===== config.mk =====
export PLATFORM = sky130hd
export DESIGN_NAME = wrlvl_seq
export DESIGN_NICKNAME = d
export VERILOG_FILES = /design/src/rtl/wrlvl_seq.sv
export SDC_FILE = /design/constraint.sdc
export NUM_CORES = 1
export LEC_CHECK = 0
export ABC_CLOCK_PERIOD_IN_PS = 3200
export CAP_MARGIN = 20
export CELL_PAD_IN_SITES_DETAIL_PLACEMENT = 1
export CELL_PAD_IN_SITES_GLOBAL_PLACEMENT = 2
export CORE_ASPECT_RATIO = 2
export CORE_MARGIN = 3
export CORE_UTILIZATION = 25
export CTS_BUF_LIST = sky130_fd_sc_hd__clkbuf_4 sky130_fd_sc_hd__clkbuf_8
export DETAILED_ROUTE_END_ITERATION = 12
export PLACE_DENSITY = 0.67
export SLEW_MARGIN = 0
export SYNTH_ARGS = -nofsm -noshare
export SYNTH_HDL_FRONTEND = slang
export SYNTH_SLANG_ARGS = --single-unit
export TNS_END_PERCENT = 20

===== constraint.sdc =====
create_clock -name SCLK -period 3.2 [get_ports SCLK]
set_input_delay 0.8 -clock SCLK [delete_from_list [all_inputs] [get_ports SCLK]]
set_output_delay 0.8 -clock SCLK [all_outputs]
set_load 0.005 [all_outputs]

===== src/rtl/wrlvl_seq.sv =====
// -----------------------------------------------------------------------------
// wrlvl_seq : DFI write-levelling sequencer
//
// On a training request this block raises dfi_wrlvl_en plus the chip select of
// the selected rank, waits TWLMRD cycles, then issues one-cycle strobes spaced
// by STROBE_GAP idle cycles.  The lanes' responses are AND-ed and sampled only
// during the gap cycles.  The run ends successfully when every lane has
// responded, or with a timeout once MAX_STROBES strobes went unanswered.
//
// Ports
//   SCLK              in   system clock, rising edge
//   reset             in   asynchronous active-high reset
//   start             in   level request, accepted only in IDLE
//   rank_sel          in   0: rank 0, 1: rank 1 (latched at accept)
//   dfi_wrlvl_resp    in   per-lane write-levelling response
//   dfi_wrlvl_en      out  write-levelling enable to the lanes
//   dfi_wrlvl_strobe  out  one-cycle strobe pulse
//   dfi_wrlvl_cs_0_n  out  active-low rank-0 select while levelling
//   dfi_wrlvl_cs_1_n  out  active-low rank-1 select while levelling
//   busy              out  run in progress (MRD_WAIT/STROBE/GAP/EXIT)
//   done              out  success, held until start drops
//   timeout_err       out  timeout, held until start drops
//   strobe_count      out  strobes issued this run, held after finish
// -----------------------------------------------------------------------------
module wrlvl_seq #(
  parameter int IOG_DQS_LANES = 9,
  parameter int TWLMRD        = 40,
  parameter int STROBE_GAP    = 16,
  parameter int EXIT_WAIT     = 8,
  parameter int MAX_STROBES   = 200
) (
  input  logic                     SCLK,
  input  logic                     reset,
  input  logic                     start,
  input  logic                     rank_sel,
  input  logic [IOG_DQS_LANES-1:0] dfi_wrlvl_resp,
  output logic                     dfi_wrlvl_en,
  output logic                     dfi_wrlvl_strobe,
  output logic                     dfi_wrlvl_cs_0_n,
  output logic                     dfi_wrlvl_cs_1_n,
  output logic                     busy,
  output logic                     done,
  output logic                     timeout_err,
  output logic [7:0]               strobe_count
);

  typedef enum logic [2:0] {
    S_IDLE,
    S_MRD_WAIT,
    S_STROBE,
    S_GAP,
    S_EXIT,
    S_DONE,
    S_ERR
  } state_t;

  // Down-counters are loaded with N-1 so a state lasts exactly N cycles.
  localparam logic [7:0] MRD_LOAD  = 8'(TWLMRD - 1);
  localparam logic [7:0] GAP_LOAD  = 8'(STROBE_GAP - 1);
  localparam logic [7:0] EXIT_LOAD = 8'(EXIT_WAIT - 1);
  localparam logic [7:0] MAX_CNT   = 8'(MAX_STROBES);

  state_t     state_reg, state_next;
  logic [7:0] cnt_reg, cnt_next;
  logic [7:0] strobe_count_next;
  logic       resp_seen_reg, resp_seen_next;
  logic       rank_reg, rank_next;
  logic       all_resp;
  logic       gap_seen;

  logic en_next, strobe_next, busy_next, done_next, err_next;
  logic cs_0_n_next, cs_1_n_next;

  assign all_resp = &dfi_wrlvl_resp;
  // The current gap cycle's response counts toward the exit decision.
  assign gap_seen = resp_seen_reg | all_resp;

  always_comb begin
    state_next        = state_reg;
    cnt_next          = cnt_reg;
    strobe_count_next = strobe_count;
    resp_seen_next    = resp_seen_reg;
    rank_next         = rank_reg;

    case (state_reg)
      S_IDLE: begin
        if (start) begin
          state_next        = S_MRD_WAIT;
          cnt_next          = MRD_LOAD;
          rank_next         = rank_sel;
          strobe_count_next = 8'd0;
          resp_seen_next    = 1'b0;
        end
      end
      S_MRD_WAIT: begin
        if (cnt_reg == 8'd0) state_next = S_STROBE;
        else                 cnt_next   = cnt_reg - 8'd1;
      end
      S_STROBE: begin
        state_next = S_GAP;
        cnt_next   = GAP_LOAD;
      end
      S_GAP: begin
        resp_seen_next = gap_seen;
        if (cnt_reg == 8'd0) begin
          if (gap_seen) begin
            state_next = S_EXIT;
            cnt_next   = EXIT_LOAD;
          end else if (strobe_count == MAX_CNT) begin
            state_next = S_ERR;
          end else begin
            state_next = S_STROBE;
          end
        end else begin
          cnt_next = cnt_reg - 8'd1;
        end
      end
      S_EXIT: begin
        if (cnt_reg == 8'd0) state_next = S_DONE;
        else                 cnt_next   = cnt_reg - 8'd1;
      end
      S_DONE, S_ERR: begin
        // A held start must not retrigger; wait for it to drop first.
        if (!start) state_next = S_IDLE;
      end
      default: state_next = S_IDLE;
    endcase

    // STROBE always lasts one cycle, so entering it is one strobe.
    if (state_next == S_STROBE && strobe_count_next != 8'hFF)
      strobe_count_next = strobe_count_next + 8'd1;

    // Outputs decoded from the next state and registered alongside it.
    en_next     = (state_next == S_MRD_WAIT) || (state_next == S_STROBE) ||
                  (state_next == S_GAP);
    strobe_next = (state_next == S_STROBE);
    busy_next   = en_next || (state_next == S_EXIT);
    done_next   = (state_next == S_DONE);
    err_next    = (state_next == S_ERR);
    cs_0_n_next = ~(en_next & ~rank_next);
    cs_1_n_next = ~(en_next & rank_next);
  end

  always_ff @(posedge SCLK or posedge reset) begin
    if (reset) begin
      state_reg        <= S_IDLE;
      cnt_reg          <= 8'd0;
      resp_seen_reg    <= 1'b0;
      rank_reg         <= 1'b0;
      strobe_count     <= 8'd0;
      dfi_wrlvl_en     <= 1'b0;
      dfi_wrlvl_strobe <= 1'b0;
      dfi_wrlvl_cs_0_n <= 1'b1;
      dfi_wrlvl_cs_1_n <= 1'b1;
      busy             <= 1'b0;
      done             <= 1'b0;
      timeout_err      <= 1'b0;
    end else begin
      state_reg        <= state_next;
      cnt_reg          <= cnt_next;
      resp_seen_reg    <= resp_seen_next;
      rank_reg         <= rank_next;
      strobe_count     <= strobe_count_next;
      dfi_wrlvl_en     <= en_next;
      dfi_wrlvl_strobe <= strobe_next;
      dfi_wrlvl_cs_0_n <= cs_0_n_next;
      dfi_wrlvl_cs_1_n <= cs_1_n_next;
      busy             <= busy_next;
      done             <= done_next;
      timeout_err      <= err_next;
    end
  end

endmodule


== Word level (Yosys, flattened, before mapping) ==
Cells that the tools add are included.
W data, S select, Z words.

* $add $sub $neg: 2
* Equality and inequality tests: 17
* Multiplexer cells: 20
* Bitwise logic cells: 6
* Reduce and logical (&&, ||, !) cells: 13

{| class="wikitable"
|+ Operator list
! cell !! count
|-
| $mux W8 || 7
|-
| $pmux W8 S4 || 1
|-
| $mux W3 || 7
|-
| $eq A3 B3 Y1 const B || 6
|-
| $pmux W3 S6 || 1
|-
| $eq A3 B2 Y1 const B || 4
|-
| $reduce_and A9 Y1 || 1
|-
| $add A8 B1 Y8 const B || 1
|-
| $eq A8 B8 Y1 const B || 1
|-
| $logic_not A8 Y1 || 1
|-
| $ne A8 B8 Y1 const B || 1
|-
| $sub A8 B1 Y8 const B || 1
|-
| $eq A3 B1 Y1 const B || 2
|-
| $ne A2 B2 Y1 const B || 2
|-
| $reduce_and A4 Y1 || 1
|-
| $reduce_bool A4 Y1 || 1
|-
| $reduce_or A2 Y1 || 2
|-
| $logic_not A3 Y1 || 1
|-
| $logic_or A1 B1 Y1 || 3
|-
| $mux W1 || 3
|-
| $ne A3 B3 Y1 const B || 1
|-
| $not A1 Y1 || 3
|-
| $and A1 B1 Y1 || 2
|-
| $pmux W1 S2 || 1
|-
| other kinds (4) || 4
|}

* Flip-flop bits (word level): 28
* Bits of input ports: 13
* Output and inout port bits: 15
* Word-level logic and storage cells: 70

== Longest topological paths before layout ==
* Word-level depth: 10
* Gate-level depth with buffers: 11

== Least setup slack after synthesis ==
No wires, ideal clock.

* Kind: in2reg
* Start: input start
* End: register strobe_count[1]
* Library setup time: 0.127 ns
* Arrival time: 2.465 ns
* Required time: 3.073 ns
* Slack: 0.607 ns
* Stages on the path: 10
* Cells stage by stage: nand2b_1 -> or3_1 -> buf_2 -> and2_1 -> ha_1 -> nand2_1 -> nor2_1 -> nand3_1 -> nand3_2 -> mux2_1

* Word-level cells in the longest chain between the ends: 5

{| class="wikitable"
|+ Ends and longest elaborated chain
! item !! RTL line !! RTL
|-
| start: declaration || 34 || <nowiki>input logic start,</nowiki>
|-
| parallel branches: the longest is 4 deep, another holds $add A8 B1 Y8 || - ||
|-
| $mux W8 * || 130 || <nowiki>if (state_next == S_STROBE && strobe_count_next != 8'hFF)</nowiki>
|-
| named net strobe_count_next[1] || 65 || <nowiki>logic [7:0] strobe_count_next;</nowiki>
|-
| end signal: assignment || 163 || <nowiki>strobe_count <= strobe_count_next;</nowiki>
|-
| end: declaration || 44 || <nowiki>output logic [7:0] strobe_count</nowiki>
|}

Mark *: on every way through the listed nets, which the timed path passes.
A chain may end at the register's enable or synchronous reset.

== Worst setup path in the final report ==
Same ends and word-level chain as after synthesis.

==> results.md <==
* Most frequent cells in the layout: clkdlybuf4s50_1, dfrtp_1, nand2_1, nor2_1, inv_1
* Placer congestion estimate at a little over 0.8
* Multi-input logic area at 787.0 um2
* Initial antenna violation count at 0
* Remaining Overflow, GRT at 0
* Post-Place Cells at approximately 270
* Htree depth at 1
* Post-synthesis mux area share at 2.684%
* Seq/Total Area, Yosys at roughly 44%
* CP arrival at 2.90 ns
* Via density at around 4.8
* Die Span Y at ~120 um
* CP peak stage delay at 0.50 ns
* Max VDD drop at about 0.00024 V
* Fillers at about 690
* Met1 wire length at 1.596 mm
* Mapped Area at 1585 um2
* Buf/Inv on CP at 1
* Residual DRC at 0
* Met3 WL post-DR at 65 um
* Slowest cell on the critical path: clkdlybuf4s50_1
* Clock sink count at 28
* Largest family of logic cells by synthesized area: simple AND/OR/NAND/NOR gates
* Nets@finish at 210
* First drt pass iteration count at 3
* Total die area at around 7400 um2
* Worst-Skew Late Latency at roughly 0.28 ns
* Crit-path cells: clkdlybuf4s50_1 -> nand2b_1 -> or3_1 -> and2_1 -> ha_1 -> nand2_1 -> nor2_1 -> nand3_1 -> nand3_2 -> mux2_1
* Ant. Diodes at 0
* DR top layer: met4
* Crit path kind: input port to register
* Root Driver: clkbuf_8
* Fmax at approximately 0.37 GHz
* Max-Cap Viols at 0
* Clock period minus worst slack at around 2.7 ns
* Post-CTS Hold Fix Bufs at 0
* Leakage power at around 0.84 nW
* CTS tree: yes
* #FFs+latches synth at 28
* Syn Area/Cell at between 9 and 10 um2
* CP delay by family, top: simple AND/OR/NAND/NOR gates
* GRT Total Usage at about an eighth
* Hold_sp: rank_reg
* Share of layout cells above drive strength 1 at 13.40%
* Row Count at 40
* Unrepaired setup endpoints after global routing: false
* Adder-Cell Fraction of Synth Area at under 10%
* Final setup violation count at 0
* Reg2reg start: state_reg[0]
* Core Box Area at 6056 um2
* Xor/xnor share of the synthesized area at around 3.3%
* CP Max Fanout at 3
* Setup Total Neg Slack at 0 ns
* Startpoint Class: input port
* Post-synthesis compound-gate area fraction at 16.02%
* Min-delay worst type: register to register
* Synth Area in Simple Gates at a little over a quarter
* Clock-pin slew on the worst setup and hold paths at 0.11 ns
* Num CTS Buffers at 3
* Commonest non-fill, non-tap cell in the layout: clkdlybuf4s50_1
* Worst-Margin Slew at 0.5106 ns
* Hold_ws at 0.5101 ns
* Fin cells at ~280
* Synth warn at 0
* Final Hold Fails at 0
* Gate Count Post-Synth at ~160
* IO Port Bufs at 27
* Via count of the routed design at 1346
* Seq. cell area at about 700 um2
* Met2 wire len at between 2 and 3 mm
* Layout Utilization at 33.14%
* Skew final at 0.01208 ns
* Most used DFF post-synth: dfrtp_1
* Slew margin rel. at about two thirds
* Post-DR wirelength/cell at approximately 16 um
* Worst Setup SP: start
* Power per cell area at around 630 nW/um2
* Distinct cells, synth at 55
* Chip width at just over 60 um
* Setup Buffers After CTS at 0
* First-pass GRT wire length at around 7.4 mm
* Initial DRC Count at 26
* Longest Clk Path Bufs at 2
* Async S/R FF share, synth at 100.0%
* I/O Pins at 28
* Post-CTS sizing at 0
* Largest net degree at the start of global routing at 29
* ANT nets after route at 0
* Vias in the first global route at between 1000 and 1500
* CP Capture Type: register
* DP Wirelength at approximately 3.4 mm
* Max Slew Vio Count at 0
* Tcrit/Tclk final at between 80% and 90%
* EDFF count, synth at 0
* Routed wire length at ~4.4 mm
* Initial Util at about a quarter
* Mapped Nets at 179
* Crit path required time at 3.38 ns
* Status: finished clean
* Area delta synth->final at 26.60%
path summary, 6_finish.rpt:
kind | endpoint | cells after the start | slack [ns]
setup reg to reg | strobe_count[1] | 9 | 0.85
hold reg to reg | rank_reg | 2 | 0.51
max in group asynchronous | dfi_wrlvl_cs_1_n | 3 | 2.00
hold / removal | rank_reg | 2 | 0.51
min in group asynchronous | cnt_reg[3] | 3 | 0.88
setup / recovery | strobe_count[1] | 10 | 0.48
stage by stage:
stage               cell area (um2)  worst slack [ns]  power, mW
global placement               1952            0.2378      1.024
global route                   2007            0.3291      1.378
detailed placement             1952            0.1750      1.053
finish                         2007            0.4787      1.262
floorplan                      1585            0.6073     0.8775
CTS                            2007            0.4685      1.285
cells in the mapped netlist, types with 2 or more instances:
library cell  instances  share of area, %
o21ai_0               6               1.9
nand3_1               3              0.95
dfrtp_1              26                41
a21oi_1               6               1.9
o31ai_1               3               1.4
and2_1                3               1.2
nand2_1              16               3.8
buf_6                 3               2.1
inv_1                10               2.4
nand3_2               2               1.3
a31oi_1               3               1.2
nand3b_1              2              0.95
nor2_1               12               2.8
dfstp_2               2               3.3
nor3_1                4               1.3
nand2b_1              4               1.6
nand4_1               7               2.8
mux2i_1               2               1.3
nor3b_1               2              0.95
or3_1                 3               1.2
xnor2_1               3               1.7
ha_1                  2               1.6
xor2_1                3               1.7
a22o_1                4               2.2
clkbuf_1              2              0.47
o21bai_1              2              0.95
worst min-delay path, stage by stage (launching register included):
cell and delay, ns:
dfrtp_1 0.34, nand2_1 0.05, nand2_1 0.09
cell families (layout without fill, tap and decap cells):
| logic type | count (synthesis) | after routing |
|---|---|---|
| DFF | 28 | 28 |
| AOI/OAI and AO/OA | 35 | 35 |
| and+or+nand+nor | 71 | 71 |
| muxes | 4 | 4 |
| adders and majority gates | 2 | 2 |
| buffers and inverters | 18 | 48 |
| xor gates and xnor gates | 6 | 6 |
metal layers:
layer / vias to the layer above / track usage [%]
met5: - / 0
li1: 644 / -
met1: 670 / 12.94
met4: 0 / 6.086
met2: 22 / 24.59
met3: 10 / 1.521
where the power goes:
group          total, mW  internal (mW)  switching [mW]
logic              0.465          0.242           0.223
clock network      0.227          0.110           0.117
registers          0.569          0.465           0.105
total               1.26          0.817           0.445
final cells by class:
| class | count | area share, % |
|---|---|---|
| Tap cell | 84 | 5.237 |
| Multi-Input combinational cell | 118 | 39.21 |
| Sequential cell | 28 | 35.04 |
| Clock buffer | 4 | 2.743 |
| Timing Repair Buffer | 33 | 15.71 |
| Inverter | 11 | 2.057 |
Note: power is estimated with default switching activity, not from simulation.
